[src/rtl/door_input_debounce.sv]
// Synchronises and debounces the four raw door inputs, with clean-level edge pulses and a sticky limit-switch fault.
// Latency: a stable raw change reaches clean_out/rise/fall after DEBOUNCE_CYCLES+2 edges; no backpressure, ena=0 freezes state.
module door_input_debounce #(
  parameter int DEBOUNCE_CYCLES = 16
) (
  input  logic       clk,
  input  logic       rst_n,
  input  logic       ena,
  input  logic [3:0] raw_in,
  input  logic       clr_fault,
  output logic [3:0] clean_out,
  output logic [3:0] rise,
  output logic [3:0] fall,
  output logic       fault_lim
);

  localparam int CNT_W = $clog2(DEBOUNCE_CYCLES);
  localparam logic [CNT_W-1:0] CNT_TERM = CNT_W'(DEBOUNCE_CYCLES - 1);

  logic [3:0]       sync1;
  logic [3:0]       sync2;
  logic [CNT_W-1:0] cnt [4];

  // The synchroniser free-runs so the input is never stale when ena returns.
  always_ff @(posedge clk or negedge rst_n) begin
    if (!rst_n) begin
      sync1 <= 4'b0;
      sync2 <= 4'b0;
    end else begin
      sync1 <= raw_in;
      sync2 <= sync1;
    end
  end

  always_ff @(posedge clk or negedge rst_n) begin
    if (!rst_n) begin
      for (int i = 0; i < 4; i++) cnt[i] <= '0;
      clean_out <= 4'b0;
      rise      <= 4'b0;
      fall      <= 4'b0;
    end else begin
      rise <= 4'b0;
      fall <= 4'b0;
      if (ena) begin
        for (int i = 0; i < 4; i++) begin
          if (sync2[i] == clean_out[i]) begin
            cnt[i] <= '0;
          end else if (cnt[i] == CNT_TERM) begin
            clean_out[i] <= sync2[i];
            cnt[i]       <= '0;
            rise[i]      <= sync2[i];
            fall[i]      <= ~sync2[i];
          end else begin
            cnt[i] <= cnt[i] + CNT_W'(1);
          end
        end
      end
    end
  end

  // Set has priority over the clear request.
  always_ff @(posedge clk or negedge rst_n) begin
    if (!rst_n) begin
      fault_lim <= 1'b0;
    end else if (ena) begin
      if (clean_out[2] && clean_out[3]) fault_lim <= 1'b1;
      else if (clr_fault)               fault_lim <= 1'b0;
    end
  end

endmodule

[config.mk]
export PLATFORM = sky130hd
export DESIGN_NAME = door_input_debounce
export DESIGN_NICKNAME = d
export VERILOG_FILES = /design/src/rtl/door_input_debounce.sv
export SDC_FILE = /design/constraint.sdc
export NUM_CORES = 1
export LEC_CHECK = 0
export CAP_MARGIN = 40
export CORE_MARGIN = 2
export CORE_UTILIZATION = 55
export CTS_CLUSTER_SIZE = 25
export DETAILED_ROUTE_END_ITERATION = 8
export PLACE_DENSITY = 0.79
export SYNTH_ARGS = -nofsm -noshare
export SYNTH_HDL_FRONTEND = slang
export SYNTH_SLANG_ARGS = --single-unit
[constraint.sdc]
create_clock -name clk -period 2.71 [get_ports clk]
set_clock_uncertainty 0.05 [all_clocks]
set_input_delay 0.271 -clock clk [delete_from_list [all_inputs] [get_ports clk]]
set_output_delay 0.271 -clock clk [all_outputs]
set_load 0.005 [all_outputs]
==> results.json, run 1 <==
{
  "yosys-top-cells-count": "dfrtp_1 (37), nand2_1 (11), a22o_1 (7)",
  "worst-slew-pin-transition_ns": 0.443,
  "clkLatencyLatePin_ns": 0.34,
  "max-vdd-ir-drop_uv": 502,
  "drt-initial-drc-count": 25,
  "yosysTopAreaCell": "dfrtp_1",
  "syn_inst": 127,
  "ys_ff_latch": 37,
  "grt_pass1_wl_um": 4500,
  "synth_fp_nets": 139,
  "path_cells": "clkdlybuf4s50_1",
  "syn_avg_cell_area_um2": 12.9,
  "max_freq_mhz": 595,
  "vias": 1089,
  "cap_violations": 0,
  "synth.most_common_cell": "dfrtp_1",
  "post_cts_buffers": 0,
  "synth_top_area_share_pct": 56.7,
  "synth_edf_count": 0,
  "grt_usage_pct": 17.7,
  "hold_ws_ns": 0.269,
  "outcome": "finished clean",
  "startpoint_type": "flip-flop",
  "ys_seq_area_share_pct": 56.7,
  "critical_path_class": "reg2out",
  "finalHoldViolCount": 0,
  "netlist_area_um2": 1630,
  "hold_buffers": 0,
  "die_w_um": 58.5,
  "slew_headroom_pct": 70.5,
  "hp-class": "in2async",
  "arrival_ns": 1.36,
  "nets": 165,
  "synth_warnings": 0,
  "ys_types": 28,
  "numPortBuffers": 20,
  "drt-vias-per-instance": 5.89,
  "row_count": 19,
  "post_cts_resized": 0,
  "clkTransAtPathRegs_ns": 0.11,
  "diodes": 0,
  "ys_top_cells_by_area": "dfrtp_1 (57%), a22o_1 (3.8%), mux2_4 (3.7%)",
  "clock_path_buffers": 2,
  "final.setup.tns_ns": 0,
  "wl_per_cell_um": 14.0,
  "finalWirelength_um": 2580,
  "layout-drive-gt1-share_pct": 15.6,
  "htree_levels": 2,
  "cp_max_fo": 5,
  "path_delay_family": "buffers and inverters",
  "fin_crit_sh_pct": 62.1,
  "cts_buffers": 5,
  "p_leak_nw": 0.907,
  "synth_ff_type": "dfrtp_1",
  "path_buf_inv": 1,
  "crit_path_max_incr_delay_ns": 0.55,
  "grt_max_degree": 38,
  "clock_sinks": 37,
  "finalSetupViolations": 0,
  "grt_pass1_vias": 1043,
  "drc": 0,
  "slowest_stage": "clkdlybuf4s50_1",
  "cp.required_ns": 2.39,
  "endpoint_kind": "primary output",
  "initial_core_util_pct": 58.7,
  "min_period_ns": 1.68,
  "async_reset_ff_share_pct": 100,
  "core_um2": 2780,
  "dp_hpwl_um": 1800,
  "final_max_slew_viol_count": 0,
  "drtPass1Iterations": 4,
  "grt_overflow": 0,
  "place_congestion": 0.822,
  "cts_root_buf": "clkbuf_4",
  "rsz0062_at_grt": "no",
  "die_area_um2": 3420,
  "power.density_nw_per_um2": 515,
  "antenna_found_initial": 0,
  "die_h_um": 58.5,
  "ant_nets": 0,
  "boundaryPins": 21,
  "syn2layout_area_growth_pct": 17.4,
  "cts_tree": "done"
}
==> cell usage in the layout, fill, tap and decap left out, drive strengths merged, types with 2 or more instances in the layout <==
cell type      synthesis  routed
nand4b                 3       3
clkdlybuf4s50          0      20
clkinv                 0       2
nor3                   3       3
buf                    3       2
dfrtp                 37      37
inv                    5       5
nand2                 11      11
o31ai                  3       3
and3                   6       6
nor2                   3       3
nor3b                  5       5
clkbuf                 0       6
nand3                  4       4
xnor2                  3       3
and2b                  3       3
mux2                   4       4
mux2i                  2       2
o2111a                 3       3
ha                     4       4
a22o                   7       7
a21oi                  3       3
o21ai                  4       4
xor2                   5       5
a211o                  3       3
==> power breakdown <==
group	internal, mW	total (mW)	switching [mW]
Sequential	0.582	0.618	0.0369
Clock	0.0988	0.270	0.172
Combinational	0.0495	0.0995	0.0500
Total	0.730	0.988	0.259
==> kinds of logic after synthesis <==
logic type	count (synthesis)	share of synthesized area [%]
AOI/OAI and AO/OA	25	13.0
xor gates and xnor gates	8	4.29
adders and majority gates	4	3.06
buffers and inverters	8	2.45
DFF	37	56.7
muxes	6	4.90
and+or+nand+nor	39	15.6
==> metal layers <==
layer	vias up	wire, um	track usage, %	part of all wire [%]
met3	9	119	4.40	4.6
met5	-	0	0	0
met4	0	81	10.6	3.1
met1	540	1130	20.3	44
met2	29	1250	29.7	48
li1	511	-	-	-
==> through the flow <==
| stage | area (um^2) | instances | total power, mW | util (%) | setup slack [ns] |
|---|---|---|---|---|---|
| 2_1_floorplan | 1630 | 127 | 0.690 | - | 1.38 |
| 5_1_grt | 1920 | 185 | 1.04 | 69.0 | 0.986 |
| 4_1_cts | 1920 | 185 | 1.00 | 69.0 | 1.00 |
| 3_3_place_gp | 1870 | 177 | 0.724 | 67.1 | 0.915 |
| 6_report | 1920 | 185 | 0.988 | 69.0 | 1.03 |
| 3_5_place_dp | 1870 | 177 | 0.729 | 67.1 | 0.871 |
==> path summary, 6_finish.rpt <==
kind | from | to | slack [ns] | cells after the start
worst max-delay path | clean_out[2]$_DFFE_PN0P_ | clean_out[2] | 1.03 | 1
worst min-delay path | rst_n | cnt[9]$_DFFE_PN0P_ | 0.27 | 2
worst max register to register | cnt[12]$_DFFE_PN0P_ | clean_out[0]$_DFFE_PN0P_ | 1.26 | 4
worst min register to register | sync1[2]$_DFF_PN0_ | sync2[2]$_DFF_PN0_ | 0.31 | 0
max in group asynchronous | rst_n | cnt[6]$_DFFE_PN0P_ | 2.01 | 2
min in group clk | sync1[2]$_DFF_PN0_ | sync2[2]$_DFF_PN0_ | 0.31 | 0
==> final cells by class <==
cell class / instances / area (um^2)
multi-input cells: 82 / 668
flip-flops and latches: 37 / 926
inverters: 5 / 18.8
well taps: 31 / 38.8
clock buffers: 6 / 41.3
fillers: 190 / 863
clock inverters: 2 / 10.0
repair buffers: 22 / 215
==> worst reg2reg max path, stage by stage, from the launching register on <==
cell and delay [ns]:
dfrtp_1 0.44, ha_1 0.25, and3_4 0.22, nand2_1 0.07, mux2_4 0.31
==> sequential cells by signal, indices dropped and copies added (netlist names) <==
name and flops:
sync1 4, fall 4, clean_out 4, sync2 4, cnt 16, fault_lim 1, rise 4
Power figures use the tool's default switching activity.
==> run 2: changes to the inputs <==
Settings changed: CORE_UTILIZATION 55 to 54, PLACE_DENSITY 0.79 to 0.78.
Clock period 2.71 ns to 1.6 ns, I/O delays scaled along.
==> results.json, run 2 (same netlist as run 1, synthesis figures left out) <==
{
  "nets": 166,
  "post_cts_buffers": 0,
  "drtPass1Iterations": 4,
  "internal_power_mw": 1.28,
  "syn2layout_area_growth_pct": 19.0,
  "path_delay_family": "buffers and inverters",
  "grt_max_degree": 38,
  "wl_per_cell_um": 14.7,
  "layout-drive-gt1-share_pct": 16.9,
  "initial_core_util_pct": 58.3,
  "clkPwrFrac_pct": 28.8,
  "final.setup.tns_ns": 0,
  "drc": 0,
  "endpoint_kind": "primary output",
  "cts_buffers": 5,
  "hp-class": "in2async",
  "boundaryPins": 21,
  "path_buf_inv": 1,
  "comb_power_share_pct": 10.1,
  "max-vdd-ir-drop_uv": 598,
  "final_cell_mix": "dfrtp_1 (35), clkdlybuf4s50_1 (20), nand2_1 (11), a22o_1 (7)",
  "grt_overflow": 0,
  "place_congestion": 0.786,
  "worst-slew-pin-transition_ns": 0.327,
  "arrival_ns": 1.32,
  "p_leak_nw": 0.912,
  "row_count": 19,
  "hold_buffers": 0,
  "htree_levels": 2,
  "outcome": "finished clean",
  "reg2reg_depth": 4,
  "finalHoldViolCount": 0,
  "top_register": "cnt",
  "fin_crit_sh_pct": 95.8,
  "rsz0062_at_grt": "no",
  "final_max_slew_viol_count": 0,
  "slew_headroom_pct": 78.0,
  "finalWirelength_um": 2710,
  "cp_max_fo": 5,
  "mostFrequentLayoutCell": "dfrtp_1",
  "largest_register_ff_count": 16,
  "die_area_um2": 3480,
  "ant_nets": 0,
  "die_h_um": 59.0,
  "critical_path_class": "reg2out",
  "min_period_ns": 1.53,
  "numPortBuffers": 20,
  "antenna_found_initial": 0,
  "path_cells": "clkdlybuf4s50_1",
  "diodes": 0,
  "r2r_start": "cnt[0]$_DFFE_PN0P_",
  "cts_root_buf": "clkbuf_4",
  "grt_pass1_vias": 1029,
  "worstReg2RegEnd": "clean_out[3]$_DFFE_PN0P_",
  "p_switching_uw": 434,
  "clkTransAtPathRegs_ns": 0.10,
  "cp.required_ns": 1.39,
  "slowest_stage": "clkdlybuf4s50_1",
  "clock_path_buffers": 2,
  "power.density_nw_per_um2": 882,
  "finalSetupViolations": 0,
  "vias": 1056,
  "clock_sinks": 37,
  "grt_pass1_wl_um": 4600,
  "final_area_um2": 1940,
  "dp_hpwl_um": 1880,
  "drt-initial-drc-count": 19,
  "cap_violations": 0,
  "cts_tree": "done",
  "core_um2": 2810,
  "die_w_um": 59.0,
  "startpoint": "clean_out[3]$_DFFE_PN0P_",
  "drt-vias-per-instance": 5.71,
  "ff2ff_setup_slack_ns": 0.18,
  "hold_ws_ns": 0.133,
  "crit_path_max_incr_delay_ns": 0.54,
  "max_freq_mhz": 653,
  "placed_area_um2": 1890,
  "clkLatencyLatePin_ns": 0.34,
  "swShare_pct": 25.3,
  "seqPwrFrac_pct": 61.1,
  "grt_usage_pct": 18.6,
  "startpoint_type": "flip-flop"
}
==> run 2: through the flow <==
step                      utilization, %  setup WS, ns  power (mW)  std cells
after floorplan                        -         0.267        1.17        127
after global placement              67.3         0.103        1.23        178
after detailed placement            67.3        0.0965        1.24        178
after CTS                           69.2       0.00643        1.74        185
after global routing                69.3      0.000132        1.81        185
final                               69.3        0.0676        1.71        185
==> run 2: per-layer routing <==
metal	wire length (um)	vias up	GRT usage [%]
met2	1340	19	30.2
li1	-	518	-
met3	116	6	7.21
met4	60	0	8.77
met1	1190	513	21.6
met5	0	-	0
==> run 2: power by group through the flow <==
stage	logic (mW)	registers, mW	clock network (mW)
after floorplan	0.116	1.05	0
after global placement	0.170	1.06	0
after detailed placement	0.178	1.06	0
after CTS	0.177	1.05	0.517
after global routing	0.197	1.06	0.556
final	0.173	1.05	0.493
==> run 2: final cells by class <==
class / instances / area, um^2
well taps: 31 / 38.8
clock buffers: 7 / 55.1
repair buffers: 23 / 235
multi-input cells: 82 / 668
flip-flops and latches: 37 / 928
fillers: 191 / 861
inverters: 5 / 18.8
==> run 2: worst max path at each step <==
stage                                to  cells past startpoint
3_5_place_dp   clean_out[0]$_DFFE_PN0P_                      4
2_1_floorplan  clean_out[2]$_DFFE_PN0P_                      4
4_1_cts                    clean_out[1]                      1
6_report                   clean_out[3]                      1
3_3_place_gp   clean_out[0]$_DFFE_PN0P_                      4
5_1_grt                    clean_out[0]                      1
==> run 2: repair_timing <==
item / 4_1_cts / 5_1_grt
hold endpoints to repair: 0 / 0
resized for setup: 0 / 2
endpoints found under the setup margin: 0 / 2
